### src/rtl/tcp_pkg.sv
// Shared TCP engine sizes and types used by the send-side flow scheduler.
package tcp_pkg;

  localparam int FLOWID_W     = 5;
  localparam int MAX_FLOW_CNT = 32;
  localparam int SCHED_CNT_W  = $clog2(MAX_FLOW_CNT) + 1;

  typedef logic [FLOWID_W-1:0] flowid_t;

  // Requester identity for the two-way round-robin.
  typedef enum logic {
    GRANT_APP    = 1'b0,
    GRANT_RECIRC = 1'b1
  } grant_sel_e;

endpackage

### src/rtl/rr_arb_2.sv
// Two-requester round-robin arbiter. Bit 0 is the app requester, bit 1 the
// recirc requester. Priority rotates only when the caller signals that the
// granted request was actually taken.
module rr_arb_2
  import tcp_pkg::*;
(
  input  logic       clk,
  input  logic       rst,
  input  logic [1:0] req_i,
  input  logic       advance_i,
  output logic [1:0] grant_o
);

  grant_sel_e last_q;
  grant_sel_e last_d;

  // Remember who won last; reset leaves recirc as last so app wins the first tie.
  always_ff @(posedge clk) begin
    if (rst) begin
      last_q <= GRANT_RECIRC;
    end else begin
      last_q <= last_d;
    end
  end

  // One-hot grant with alternation on contention; history moves only on advance.
  always_comb begin
    grant_o = 2'b00;
    last_d  = last_q;
    case (req_i)
      2'b01:   grant_o = 2'b01;
      2'b10:   grant_o = 2'b10;
      2'b11:   grant_o = (last_q == GRANT_RECIRC) ? 2'b01 : 2'b10;
      default: grant_o = 2'b00;
    endcase
    if (advance_i && (grant_o != 2'b00)) begin
      last_d = grant_o[1] ? GRANT_RECIRC : GRANT_APP;
    end
  end

endmodule

### src/rtl/send_flow_sched.sv
// Send-side flow scheduler: arbitrates app and recirc scheduling requests,
// coalesces requests for flows already sitting in the scheduling FIFO, and
// tracks which flows are pending so a dequeue of an unknown flow is flagged.
module send_flow_sched
  import tcp_pkg::*;
#(
  parameter bit DEDUP_EN = 1'b1
) (
  input  logic                   clk,
  input  logic                   rst,

  input  logic                   app_sched_req_val,
  input  logic [FLOWID_W-1:0]    app_sched_req_flowid,
  output logic                   sched_app_req_rdy,

  input  logic                   recirc_sched_req_val,
  input  logic [FLOWID_W-1:0]    recirc_sched_req_flowid,
  output logic                   sched_recirc_req_rdy,

  output logic                   sched_fifo_wr_req,
  output logic [FLOWID_W-1:0]    sched_fifo_wr_flowid,
  input  logic                   fifo_sched_wr_full,

  input  logic                   fifo_deq_val,
  input  logic [FLOWID_W-1:0]    fifo_deq_flowid,

  output logic [SCHED_CNT_W-1:0] sched_pending_cnt,
  output logic                   sched_deq_err
);

  logic                    out_val_q,  out_val_d;
  flowid_t                 out_flowid_q, out_flowid_d;
  logic [MAX_FLOW_CNT-1:0] pending_q,  pending_d;
  logic [SCHED_CNT_W-1:0]  cnt_q,      cnt_d;
  logic                    deq_err_q,  deq_err_d;

  logic                    load_en;
  logic [1:0]              arb_req;
  logic [1:0]              arb_grant;
  logic                    accept;
  flowid_t                 acc_flowid;
  logic [MAX_FLOW_CNT-1:0] pending_clr;
  logic                    coalesce;
  logic                    load;
  logic                    cnt_inc;
  logic                    cnt_dec;
  logic                    wr_fire;

  // The output register can take a new entry when empty or when draining now.
  assign load_en = !out_val_q || !fifo_sched_wr_full;
  assign arb_req = {recirc_sched_req_val, app_sched_req_val};

  rr_arb_2 u_rr_arb_2 (
    .clk       (clk),
    .rst       (rst),
    .req_i     (arb_req),
    .advance_i (accept),
    .grant_o   (arb_grant)
  );

  // Handshake, coalescing decision and next-state for bitmap, count and error.
  always_comb begin
    sched_app_req_rdy    = load_en && arb_grant[0] && !rst;
    sched_recirc_req_rdy = load_en && arb_grant[1] && !rst;
    wr_fire              = out_val_q && !fifo_sched_wr_full && !rst;

    accept     = (sched_app_req_rdy && app_sched_req_val) ||
                 (sched_recirc_req_rdy && recirc_sched_req_val);
    acc_flowid = arb_grant[1] ? recirc_sched_req_flowid : app_sched_req_flowid;

    // Dequeue clears first so a same-cycle re-request of that flow is enqueued.
    pending_clr = pending_q;
    if (fifo_deq_val) begin
      pending_clr[fifo_deq_flowid] = 1'b0;
    end

    coalesce = DEDUP_EN && pending_clr[acc_flowid];
    load     = accept && !coalesce;

    pending_d = pending_clr;
    if (load) begin
      pending_d[acc_flowid] = 1'b1;
    end

    cnt_dec = fifo_deq_val && pending_q[fifo_deq_flowid];
    cnt_inc = load && !pending_clr[acc_flowid];
    cnt_d   = cnt_q + SCHED_CNT_W'(cnt_inc) - SCHED_CNT_W'(cnt_dec);

    deq_err_d = deq_err_q || (fifo_deq_val && !pending_q[fifo_deq_flowid]);

    out_val_d    = out_val_q;
    out_flowid_d = out_flowid_q;
    if (load) begin
      out_val_d    = 1'b1;
      out_flowid_d = acc_flowid;
    end else if (wr_fire) begin
      out_val_d    = 1'b0;
    end
  end

  // State registers; reset drops any staged entry and all pending tracking.
  always_ff @(posedge clk) begin
    if (rst) begin
      out_val_q    <= 1'b0;
      out_flowid_q <= '0;
      pending_q    <= '0;
      cnt_q        <= '0;
      deq_err_q    <= 1'b0;
    end else begin
      out_val_q    <= out_val_d;
      out_flowid_q <= out_flowid_d;
      pending_q    <= pending_d;
      cnt_q        <= cnt_d;
      deq_err_q    <= deq_err_d;
    end
  end

  assign sched_fifo_wr_req    = wr_fire;
  assign sched_fifo_wr_flowid = out_flowid_q;
  assign sched_pending_cnt    = cnt_q;
  assign sched_deq_err        = deq_err_q;

endmodule
### config.mk
export PLATFORM = sky130hd
export DESIGN_NAME = send_flow_sched
export DESIGN_NICKNAME = d
export VERILOG_FILES = /design/src/rtl/tcp_pkg.sv /design/src/rtl/rr_arb_2.sv /design/src/rtl/send_flow_sched.sv
export SDC_FILE = /design/constraint.sdc
export NUM_CORES = 1
export LEC_CHECK = 0
export ABC_AREA = 1
export BUFFER_PORTS_ARGS = -buffer_cell sky130_fd_sc_hd__buf_2
export CORE_MARGIN = 4
export CORE_UTILIZATION = 55
export DETAILED_ROUTE_END_ITERATION = 10
export MAX_ROUTING_LAYER = met4
export PLACE_DENSITY = 0.76
export SLEW_MARGIN = 20
export SYNTH_ARGS = -nofsm -noshare
export SYNTH_HDL_FRONTEND = slang
export SYNTH_HIERARCHICAL = 1
export SYNTH_SLANG_ARGS = --single-unit
### constraint.sdc
create_clock -name clk -period 10.1 [get_ports clk]
set_input_delay 2.02 -clock clk [delete_from_list [all_inputs] [get_ports clk]]
set_output_delay 2.02 -clock clk [all_outputs]
set_load 0.1 [all_outputs]
==> results.tsv <==
stage	metric	value	unit
cts	clkSinkCount	46	
synthesis	synth-warning-count	6	
synthesis	ys_types	29	
die	fp.dieW	79.8	um
cts	postCtsSetupBuffers	0	
placement	io_buffers	35	
timing	setup_tns	0	ps
timing	slew_violations	0	
die	die_h	79.8	um
global_routing	grt_pass1_wl	13000	um
route	postRouteAntennaNets	0	
timing	fin_crit_sh	59.4	%
worst_setup_path	end_kind	flip-flop	
timing	finalHoldViolCount	0	
cts	clk_pin_slew	90	ps
timing	fmax	167	MHz
cts	clk_latency	300	ps
global_routing	grt_usage	26.8	%
worst_setup_path	cpPeakStageDelay	590	ps
timing	skew	9.14	ps
hold_path	whs_endpoint	sched_deq_err	
timing	slew-limit-headroom	46.5	%
die	ios	36	
cells_and_area	layout_commonest_cell	nand2_1	
placement	dp_hpwl	5810	um
cts	tritoncts	yes	
power	cellLeakagePower	1.34	nW
cts	hold_buffers	0	
hold_path	min_path_cells	2	
synthesis	syn_avg_cell_area	6.27	sq um
worst_setup_path	critical_path_class	primary input to flip-flop	
worst_setup_path	critPathBufInv	3	
timing	timing.hold.ws	453	ps
synthesis	synth.yosys.seq_area_share	32.5	%
cells_and_area	drive_gt1_share	11.9	%
cells_and_area	diodes	0	
power	power_density	151	nW/um^2
synthesis	syn-num-nets	480	
timing	setup_viol	0	
cells_and_area	final_cell_mix	nand2_1 (88), nand3_1 (65), nor2_1 (65)	
flow_run	maxCapViolations	0	
worst_setup_path	reg2reg_setup_slack	5620	ps
worst_setup_path	cp_top_family	simple AND/OR/NAND/NOR gates	
worst_setup_path	worstReg2RegStart	u_rr_arb_2/last_q	
die	fp-row-count	25	
route	drt_first_iter_violations	372	
worst_setup_path	cp.required	10290	ps
power	max-vdd-ir-drop	0.160	mV
synthesis	ys_seq_elements	46	
cts	cts_root_buf	clkbuf_8	
route	drt_first_pass_iters	5	
cts	htree_levels	2	
worst_setup_path	path_common_cell	nand2_1	
run_status	status	completed	
worst_setup_path	cp.arrival	6180	ps
timing	tightest_slew	799	ps
cts	cts_buffers	5	
cells_and_area	fin_nets	506	
cells_and_area	syn_to_final_growth	9.89	%
worst_setup_path	cp_slowest_cell	a21boi_0	
cells_and_area	finalNonFillerCells	546	
route	drc	0	
placement	placed_cells	538	
synthesis	syn_inst	452	
die	core-area	4850	sq um
worst_setup_path	path_max_fanout	41	
die	fp.dieArea	6360	sq um
route	wl_per_cell	14.8	um
hold_path	min_path_type	flip-flop to flip-flop	
timing	grt_setup_unrepaired	no	
global_routing	grt_pass1_vias	2809	
worst_setup_path	path_cells	buf_2 > a21boi_0 > o21ai_0 > nor2_2 > nand2_1 > nand2_1 > o21ai_0 > nand2_1 > nor2_1 > nand2_2 > nand2_1 > ha_1 > inv_1 > ha_1 > inv_1 > fa_1 > nor3_1 > a211oi_1 > o21ai_0 > a21oi_1	
timing	fin_crit	5990	ps
route	vias	3169	
die	start_util	58.5	%
global_routing	grt_max_degree	43	
cts	cts.path.max_buffers	2	
route	drt_wl_total	8070	um
worst_setup_path	rr_worst_depth	19	
route	via_per_inst	5.80	
worst_setup_path	worstSetupStartpointType	primary input	
global_routing	grt_overflow	0	
placement	globalplace.congestion	0.967	
cts	cts_resized	0	
worst_setup_path	worst_r2r_endpoint	sched_pending_cnt[4]	
global_routing	grt_antenna_before_repair	0	
synthesis	synth_area	2830	sq um
hold_path	hp-start	sched_deq_err	
[how the worst max path moves through the flow]
stage	endpoint	from	depth (start not counted)
2_1_floorplan	sched_pending_cnt[4]	recirc_sched_req_val	15
3_3_place_gp	sched_pending_cnt[4]	app_sched_req_val	20
3_5_place_dp	sched_pending_cnt[4]	recirc_sched_req_val	20
4_1_cts	sched_pending_cnt[4]	recirc_sched_req_val	20
5_1_grt	sched_pending_cnt[4]	recirc_sched_req_val	20
6_report	sched_pending_cnt[4]	app_sched_req_val	20
[worst min-delay path: stages, from the launching register on]
cell,delay [ps]
dfxtp_1,320
inv_1,40
a21oi_1,50
[layer usage]
layer / part of all wire (%) / vias up / track usage [%]
li1: - / 1555 / -
met1: 43 / 1414 / 34.7
met2: 45 / 175 / 42.2
met3: 9.6 / 25 / 5.42
met4: 2.3 / 0 / 8.45
met5: 0 / - / -
[metrics by stage]
step	power, mW	setup WS [ps]	util (%)	area, sq um
floorplan	0.326	3250	-	2830
global placement	0.350	3980	62.3	3020
detailed placement	0.352	3810	62.3	3020
CTS	0.470	4130	64.2	3110
global route	0.493	3720	64.2	3110
finish	0.470	4110	64.2	3110
[final cells by class]
class                   count  area [sq um]
clock inverters             2          12.5
multi-input cells         346          1670
clock buffers               6          82.6
repair buffers             36           183
well taps                  67          83.8
inverters                  43           161
flip-flops and latches     46           921
fillers                   485          1730
[registers in the layout, summed over array words and instances, names as in the netlist]
register,flops
pending_q,32
sched_pending_cnt,6
sched_fifo_wr_flowid,5
out_val_q,1
sched_deq_err,1
u_rr_arb_2/last_q,1
[power by group]
part / internal (mW) / switching, mW / total (mW)
Combinational: 0.0318 / 0.124 / 0.156
Clock: 0.0551 / 0.0653 / 0.120
Sequential: 0.189 / 0.00506 / 0.194
Total: 0.276 / 0.194 / 0.470
[cells by family after synthesis]
group / count (synthesis) / synth area share, %
simple gates: 233 / 34.9
compound gates: 105 / 20.4
buf+inv: 60 / 8.57
flops: 46 / 32.5
fa+ha+maj: 7 / 3.36
xor+xnor: 1 / 0.309
[cell usage after synthesis]
cell / n / area (sq um)
xor2_1: 1 / 8.76
a22oi_1: 7 / 52.6
fa_1: 1 / 20.0
nor2_1: 65 / 244
buf_2: 2 / 10.0
nor3_1: 4 / 20.0
a21boi_1: 1 / 7.51
ha_1: 6 / 75.1
clkbuf_1: 7 / 26.3
a21boi_0: 1 / 7.51
buf_4: 4 / 30.0
or2_0: 2 / 12.5
a31o_2: 5 / 43.8
a21oi_1: 42 / 210
o21ai_0: 40 / 200
a211oi_1: 1 / 7.51
inv_2: 2 / 7.51
nor2_2: 5 / 31.3
nand2_2: 1 / 6.26
or2_1: 1 / 6.26
a22o_1: 1 / 8.76
nand4_1: 2 / 12.5
buf_1: 4 / 15.0
dfxtp_1: 46 / 921
nand2_1: 88 / 330
o21ai_1: 6 / 30.0
nand3_1: 65 / 325
inv_1: 41 / 154
a41o_1: 1 / 10.0
No activity file was read; power rests on OpenSTA's default activity.
